--- config.mk ---
export PLATFORM = sky130hd
export DESIGN_NAME = multi_led_blinker
export DESIGN_NICKNAME = d
export VERILOG_FILES = /design/src/rtl/multi_led_blinker.sv
export SDC_FILE = /design/constraint.sdc
export NUM_CORES = 1
export LEC_CHECK = 0
export ABC_AREA = 0
export CAP_MARGIN = 20
export CORE_UTILIZATION = 45
export CTS_BUF_LIST = sky130_fd_sc_hd__clkbuf_16
export DETAILED_ROUTE_END_ITERATION = 6
export GPL_TIMING_DRIVEN = 0
export PLACE_DENSITY = 0.59
export SLEW_MARGIN = 10
export SYNTH_ARGS = -nofsm -noshare
export SYNTH_HDL_FRONTEND = slang
export SYNTH_SLANG_ARGS = --single-unit
--- constraint.sdc ---
create_clock -name system1000 -period 9.1 [get_ports system1000]
set_input_delay 1.82 -clock system1000 [delete_from_list [all_inputs] [get_ports system1000]]
set_output_delay 1.82 -clock system1000 [all_outputs]
set_load 0.005 [all_outputs]
--- src/rtl/multi_led_blinker.sv ---
// rtl/multi_led_blinker.sv - N-channel LED pattern generator with shared tick prescaler
// Each channel runs OFF/ON/BLINK/ONESHOT from a programmable half-period in ticks.
module multi_led_blinker #(
   parameter  int CHANNELS = 4,
   parameter  int CNT_W    = 16,
   parameter  int PRESCALE = 1000,
   localparam int CH_W     = (CHANNELS > 1) ? $clog2(CHANNELS) : 1
) (
   input  logic                system1000,
   input  logic                system1000_rst,
   input  logic                cfg_valid,
   output logic                cfg_ready,
   input  logic [CH_W-1:0]     cfg_chan,
   input  logic [1:0]          cfg_mode,
   input  logic [CNT_W-1:0]    cfg_half,
   output logic [CHANNELS-1:0] leds,
   output logic [CHANNELS-1:0] done,
   output logic                tick
);

   localparam int             PW       = (PRESCALE > 1) ? $clog2(PRESCALE) : 1;
   localparam logic [PW-1:0]  PRE_LAST = PW'(PRESCALE - 1);

   localparam logic [1:0] MODE_OFF     = 2'd0;
   localparam logic [1:0] MODE_BLINK   = 2'd2;
   localparam logic [1:0] MODE_ONESHOT = 2'd3;

   localparam logic [CHANNELS-1:0][CNT_W-1:0] HALF_RST = {CHANNELS{CNT_W'(1)}};

   logic                           cfg_ready_q;
   logic [PW-1:0]                  pre_q, pre_d;
   logic                           tick_q, tick_d;
   logic [CHANNELS-1:0][1:0]       mode_q, mode_d;
   logic [CHANNELS-1:0][CNT_W-1:0] half_q, half_d;
   logic [CHANNELS-1:0][CNT_W-1:0] cnt_q, cnt_d;
   logic [CHANNELS-1:0]            led_q, led_d;
   logic [CHANNELS-1:0]            done_q, done_d;
   logic                           wr_en;
   logic [CNT_W-1:0]               cfg_half_eff;

   assign wr_en        = cfg_valid && cfg_ready_q;
   // Storing half=0 as 1 keeps the half-1 compare from wrapping.
   assign cfg_half_eff = (cfg_half == '0) ? CNT_W'(1) : cfg_half;

   always_comb begin
      pre_d  = (pre_q == PRE_LAST) ? '0 : pre_q + 1'b1;
      tick_d = (pre_d == PRE_LAST);
   end

   always_comb begin
      mode_d = mode_q;
      half_d = half_q;
      cnt_d  = cnt_q;
      led_d  = led_q;
      done_d = '0;
      for (int i = 0; i < CHANNELS; i++) begin
         // A write to this channel takes priority over a coincident tick.
         if (wr_en && (int'(cfg_chan) == i)) begin
            mode_d[i] = cfg_mode;
            half_d[i] = cfg_half_eff;
            cnt_d[i]  = '0;
            led_d[i]  = (cfg_mode != MODE_OFF);
         end else if (tick_q && ((mode_q[i] == MODE_BLINK) || (mode_q[i] == MODE_ONESHOT))) begin
            if (cnt_q[i] == (half_q[i] - 1'b1)) begin
               cnt_d[i] = '0;
               if (mode_q[i] == MODE_BLINK) begin
                  led_d[i] = ~led_q[i];
               end else begin
                  led_d[i]  = 1'b0;
                  mode_d[i] = MODE_OFF;
                  done_d[i] = 1'b1;
               end
            end else begin
               cnt_d[i] = cnt_q[i] + 1'b1;
            end
         end
      end
   end

   always_ff @(posedge system1000) begin
      if (system1000_rst) begin
         cfg_ready_q <= 1'b0;
         pre_q       <= '0;
         tick_q      <= 1'b0;
         mode_q      <= '0;
         half_q      <= HALF_RST;
         cnt_q       <= '0;
         led_q       <= '0;
         done_q      <= '0;
      end else begin
         cfg_ready_q <= 1'b1;
         pre_q       <= pre_d;
         tick_q      <= tick_d;
         mode_q      <= mode_d;
         half_q      <= half_d;
         cnt_q       <= cnt_d;
         led_q       <= led_d;
         done_q      <= done_d;
      end
   end

   assign cfg_ready = cfg_ready_q;
   assign leds      = led_q;
   assign done      = done_q;
   assign tick      = tick_q;

endmodule

==> After elaboration in Yosys (flattened, before gate mapping) <==
Cells that the tools add are included.
{ "classes": {"n_reduce_logical": 40, "n_bitwise": 12, "muxes": 43, "add_sub_neg": 9, "n_eq_ne": 21} }
{ "ops": {"columns": ["op", "n"], "rows": [
  ["two-way mux 16 bit", 5],
  ["adder 16 x 1 -> 16 bit (second input constant)", 4],
  ["equality test 16 bit", 4],
  ["subtractor 16 x 1 -> 16 bit (second input constant)", 4],
  ["two-way mux 2 bit", 16],
  ["two-way mux 1 bit", 21],
  ["equality test 10 bit (second input constant)", 2],
  ["equality test 2 bit (second input constant)", 10],
  ["nonzero test 2 bit", 9],
  ["zero test 16 bit", 1],
  ["OR reduction 4 bit", 4],
  ["NOT 1 bit", 12],
  ["AND reduction 3 bit", 4],
  ["adder 10 x 1 -> 10 bit (second input constant)", 1],
  ["two-way mux 10 bit", 1],
  ["logical AND 1 bit", 9],
  ["!= test 2 bit (second input constant)", 4],
  ["AND reduction 2 bit", 4],
  ["OR reduction 2 bit", 4],
  ["logical OR 1 bit", 4],
  ["equality test 2 x 1 -> 1 bit (second input constant)", 1],
  ["zero test 2 bit", 1]
]} }
{ "word_totals": {"register_bits": 156, "word_cells": 148, "inputBits": 23} }

==> Longest topological paths before layout <==
{ "logic_depth": {"word_depth": 5, "depth_mapped": 11} }

==> Worst setup path before layout <==
No wires, ideal clock.
{ "synth_path": {"kind": "register to register", "from": "register half_q[53] (netlist name)", "to": "register cnt_q[55] (netlist name)", "n_path_buf": 3, "arrival_ns": 3.028, "required_ns": 8.985, "synth_period_minus_slack_ns": 3.144, "setup_slack_ns": 5.956, "stages_incl_launch_ff": 11, "cell_sequence": "dfxtp_1 buf_6 or4_4 or4b_1 buf_2 or4_1 a211oi_1 nand4_2 o21bai_4 buf_6 nor2_2"} }
{ "synth_via": {"elab_chain_len": 3} }
{ "synth_rtl": {"columns": ["item", "line_no", "text"], "rows": [
  ["from (decl)", "34", "logic [CHANNELS-1:0][CNT_W-1:0] half_q, half_d;"],
  ["from (signal assigned)", "95", "half_q <= half_d;"],
  ["subtractor 16 x 1 -> 16 bit", "64", "if (cnt_q[i] == (half_q[i] - 1'b1)) begin"],
  ["equality test 16 bit", "64", null],
  ["two-way mux 16 bit", "64", null],
  ["to (signal assigned)", "96", "cnt_q <= cnt_d;"],
  ["to (decl)", "35", "logic [CHANNELS-1:0][CNT_W-1:0] cnt_q, cnt_d;"]
]} }
No other way between the ends.
A chain may end at the register's enable or synchronous reset.

==> Worst setup path in the final report <==
{ "layout_path": {"from": "input port cfg_valid", "to": "register half_q[13] (netlist name)"} }
{ "layout_via": {"elab_chain_len": 2} }
{ "layout_rtl": {"columns": ["item", "line_no", "text"], "rows": [
  ["from (decl)", "11", "input logic cfg_valid,"],
  ["logical AND 1 bit", "41", "assign wr_en = cfg_valid && cfg_ready_q;"],
  ["logical AND 1 bit", "58", "if (wr_en && (int'(cfg_chan) == i)) begin"]
]} }
No other way between the ends.

==> results.yml <==
grt:
  grt_max_degree: 17
  track_usage: 0.2349
  antenna_found_initial: 0
  grt_pass1_vias: 7024
  overflow: 0
  grt_pass1_wl_um: 36330
detailed_routing:
  drtIter0Drc: 401
  routedWlPerCell_um: 16.10
  detail-route-antenna-nets: 0
  dr.pass1.iters: 5
  wl_um: 22250
  vias_per_cell: 5.580
  drc: 0
  routed-via-count: 7711
clocking:
  htreeDepth: 4
  worstSkewPairLatency_ps: 430
  ctsResizeCount: 0
  clock-sinks: 156
  cts-root-buf: "clkbuf_16"
  post_cts_buffers: 0
  cts_buffer_depth: 2
  cts_hold_buffers: 0
  clk_pin_slew_ps: 60
  cts_tree: "yes"
  cts_buffers: 17
timing:
  rsz0062_at_grt: "false"
  hold_violations: 0
  fin_crit_sh: 0.3971
  tns_ps: 0
  worstMarginPinSlew_ps: 812.6
  finalSetupViolations: 0
  slew_violations: 0
  fmax_mhz: 276.8
  layout_setup_ws_ps: 5487
  slew-limit-headroom: 0.4533
  fin_worst_skew_ps: 7.446
  period_needed_ps: 3613
final_layout:
  syn2layout_area_growth_pct: 14.23
  instances_no_fill: 1382
  drive_gt1_frac: 0.04857
  final_nets: 1173
  diodes: 0
die:
  rows: 49
  initial_core_util: 0.4658
  die_h_um: 139.5
  io_pins: 33
  design.core.area_mm2: 0.01827
  die-area_mm2: 0.01946
  die_w_um: 139.5
power:
  irDropWorstVdd_mv: 0.1363
  p_per_area_mw_per_mm2: 165.1
  leakage_nw: 3.432
  total_power_mw: 1.605
setup_path:
  crit_fanout: 10
  r2r_cells: 8
  r2r_start: "half_q[7]$_SDFFE_PP0P_"
  setup.reg_to_reg.worst_slack_ps: 5630
  r2r-end: "cnt_q[13]$_SDFFE_PP0P_"
  slowest_delay_ps: 560
  cp.arrival_ps: 3950
  end_kind: "flip-flop"
  cp_common_cell: "nand2_1"
  start_kind: "input pin"
  crit_chain: "clkdlybuf4s50_1 -> nand2_1 -> nor3_1 -> clkbuf_1 -> buf_1 -> nand2_1 -> a21oi_1"
  critical-path-slowest-cell: "clkdlybuf4s50_1"
  crit_required_ps: 9440
  path_class: "in -> reg"
min_path:
  hold_class: "reg -> reg"
  hold_path_depth: 2
  hold_end: "half_q[31]$_SDFFE_PP0P_"
  hp-start: "half_q[31]$_SDFFE_PP0P_"
placed_design:
  post-place-ws_ps: 5096
  io_buffers: 31
  dp.final_hpwl_um: 16580
  dpl.cell_count: 1350
  gp_congestion: 0.8303
synth:
  async_flop_share: 0
  synthFlopType: "dfxtp_1"
  synthDistinctLibCells: 69
  syn_inst: 1090
  syn_avg_cell_area_um2: 7.807
  syn_nets: 1123
  synth_edf_count: 0
  syn_area_mm2: 0.008509
  synth_warnings: 0
  ys_ff_latch: 156
  yosysSeqAreaShare: 0.3670
run_status:
  status: "finished, final reports clean"
job:
  max_cap_viol_count: 0
[cell type report]
type / instances / area (um^2)
fill: 1802 / 8549
clock inverter: 15 / 188.9
tap: 229 / 286.5
sequential: 156 / 3123
inverter: 25 / 93.84
multi-input combinational: 857 / 5079
buffer: 52 / 214.0
timing repair buffer: 31 / 310.3
clock buffer: 17 / 425.4
[how the worst max path moves through the flow]
stage | startpoint | end | slack, ps | depth (start not counted)
final | cfg_valid | half_q[13]$_SDFFE_PP0P_ | 5490 | 7
after global routing | half_q[7]$_SDFFE_PP0P_ | cnt_q[11]$_SDFFE_PP0P_ | 5360 | 8
after CTS | cfg_valid | half_q[12]$_SDFFE_PP0P_ | 5520 | 7
after detailed placement | cfg_valid | half_q[12]$_SDFFE_PP0P_ | 5100 | 7
after global placement | cfg_valid | half_q[10]$_SDFFE_PP0P_ | 5060 | 7
after floorplan | half_q[53]$_SDFFE_PP0P_ | cnt_q[55]$_SDFFE_PP0P_ | 5960 | 10
[registers in the layout, summed over array words and instances (netlist names)]
register	cells
cfg_ready	1
cnt_q	64
done	4
half_q	64
leds	4
mode_q	8
pre_q	10
tick	1
[per-stage QoR]
stage / hold slack, ps / instance area (um^2) / utilization
floorplan: 447.8 / 8509 / -
global placement: 463.4 / 9106 / 0.4984
detailed placement: 463.9 / 9106 / 0.4984
CTS: 474.8 / 9721 / 0.5321
global route: 502.5 / 9721 / 0.5321
finish: 473.6 / 9721 / 0.5321
[critical path, delay by kind of cell]
kind	cells	cell delay, ps
AO/OA/AOI/OAI	1	170
AND/OR/NAND/NOR	3	600
buffers and inverters	3	1360
[cells by family (layout without fill, tap and decap cells)]
kind of cell               count (synthesis)  count (layout)  synth area share
and+or+nand+nor                          528             528            0.3053
AOI/OAI and AO/OA                        180             180            0.1331
DFF                                      156             156            0.3670
xor gates and xnor gates                 134             134            0.1379
buffers and inverters                     77             140           0.03617
adders and majority gates                 11              11           0.01588
muxes                                      4               4          0.004705
[cells in the final DEF (no fill, tap or decap), types with 12 or more instances in the layout]
cell type / count
xnor2_1: 66
nor2_1: 71
clkbuf_16: 17
clkbuf_1: 43
clkdlybuf4s50_1: 31
a21oi_1: 88
xor2_1: 68
inv_1: 25
or3_1: 12
nand4_1: 19
o21ai_0: 15
or4_1: 12
nor4_1: 21
nor3_1: 58
dfxtp_1: 156
nand2_1: 200
and3_1: 20
nand3_1: 45
[synthesized netlist by cell type (3+ instances only)]
library cell | number | area [um^2]
nand4b_1 | 5 | 43.79
o21ai_0 | 15 | 75.07
a211o_1 | 3 | 26.28
xor2_1 | 68 | 595.6
dfxtp_1 | 156 | 3123
inv_1 | 25 | 93.84
clkbuf_1 | 43 | 161.4
nor2_2 | 10 | 62.56
buf_2 | 3 | 15.01
xnor2_1 | 66 | 578.1
nor3b_1 | 6 | 45.04
mux2i_1 | 4 | 40.04
nor4b_1 | 3 | 26.28
and4_1 | 6 | 52.55
nand2b_1 | 6 | 37.54
a31oi_1 | 6 | 37.54
nand2_1 | 200 | 750.7
or4_1 | 12 | 90.09
and2_1 | 8 | 50.05
or3_1 | 12 | 75.07
nand4_1 | 19 | 118.9
nor2_1 | 71 | 266.5
nand3_1 | 45 | 225.2
a21o_1 | 3 | 22.52
a21oi_1 | 88 | 440.4
nor2b_1 | 8 | 50.05
a211oi_1 | 7 | 52.55
o22ai_1 | 10 | 62.56
o31ai_1 | 8 | 60.06
nand3b_1 | 5 | 37.54
and3_1 | 20 | 125.1
buf_1 | 4 | 15.01
nor4_1 | 21 | 131.4
nor3_1 | 58 | 290.3
ha_1 | 10 | 125.1
or2_2 | 3 | 18.77
a311oi_1 | 3 | 26.28
o211ai_1 | 10 | 75.07
[layer usage]
metal | track usage | wire (um) | vias up
met4 | 0.06784 | 390 | 0
met1 | 0.3245 | 11010 | 3589
li1 | - | - | 3941
met2 | 0.3721 | 10040 | 155
met5 | 0 | 0 | -
met3 | 0.04301 | 808 | 26
[power breakdown]
part / leakage, nW / internal [mW] / total [mW] / switching [mW]
combinational: 1.89 / 0.0583 / 0.154 / 0.0959
clock: 0.284 / 0.437 / 0.745 / 0.308
sequential: 1.26 / 0.693 / 0.706 / 0.0123
No activity file was read; power rests on OpenSTA's default activity.
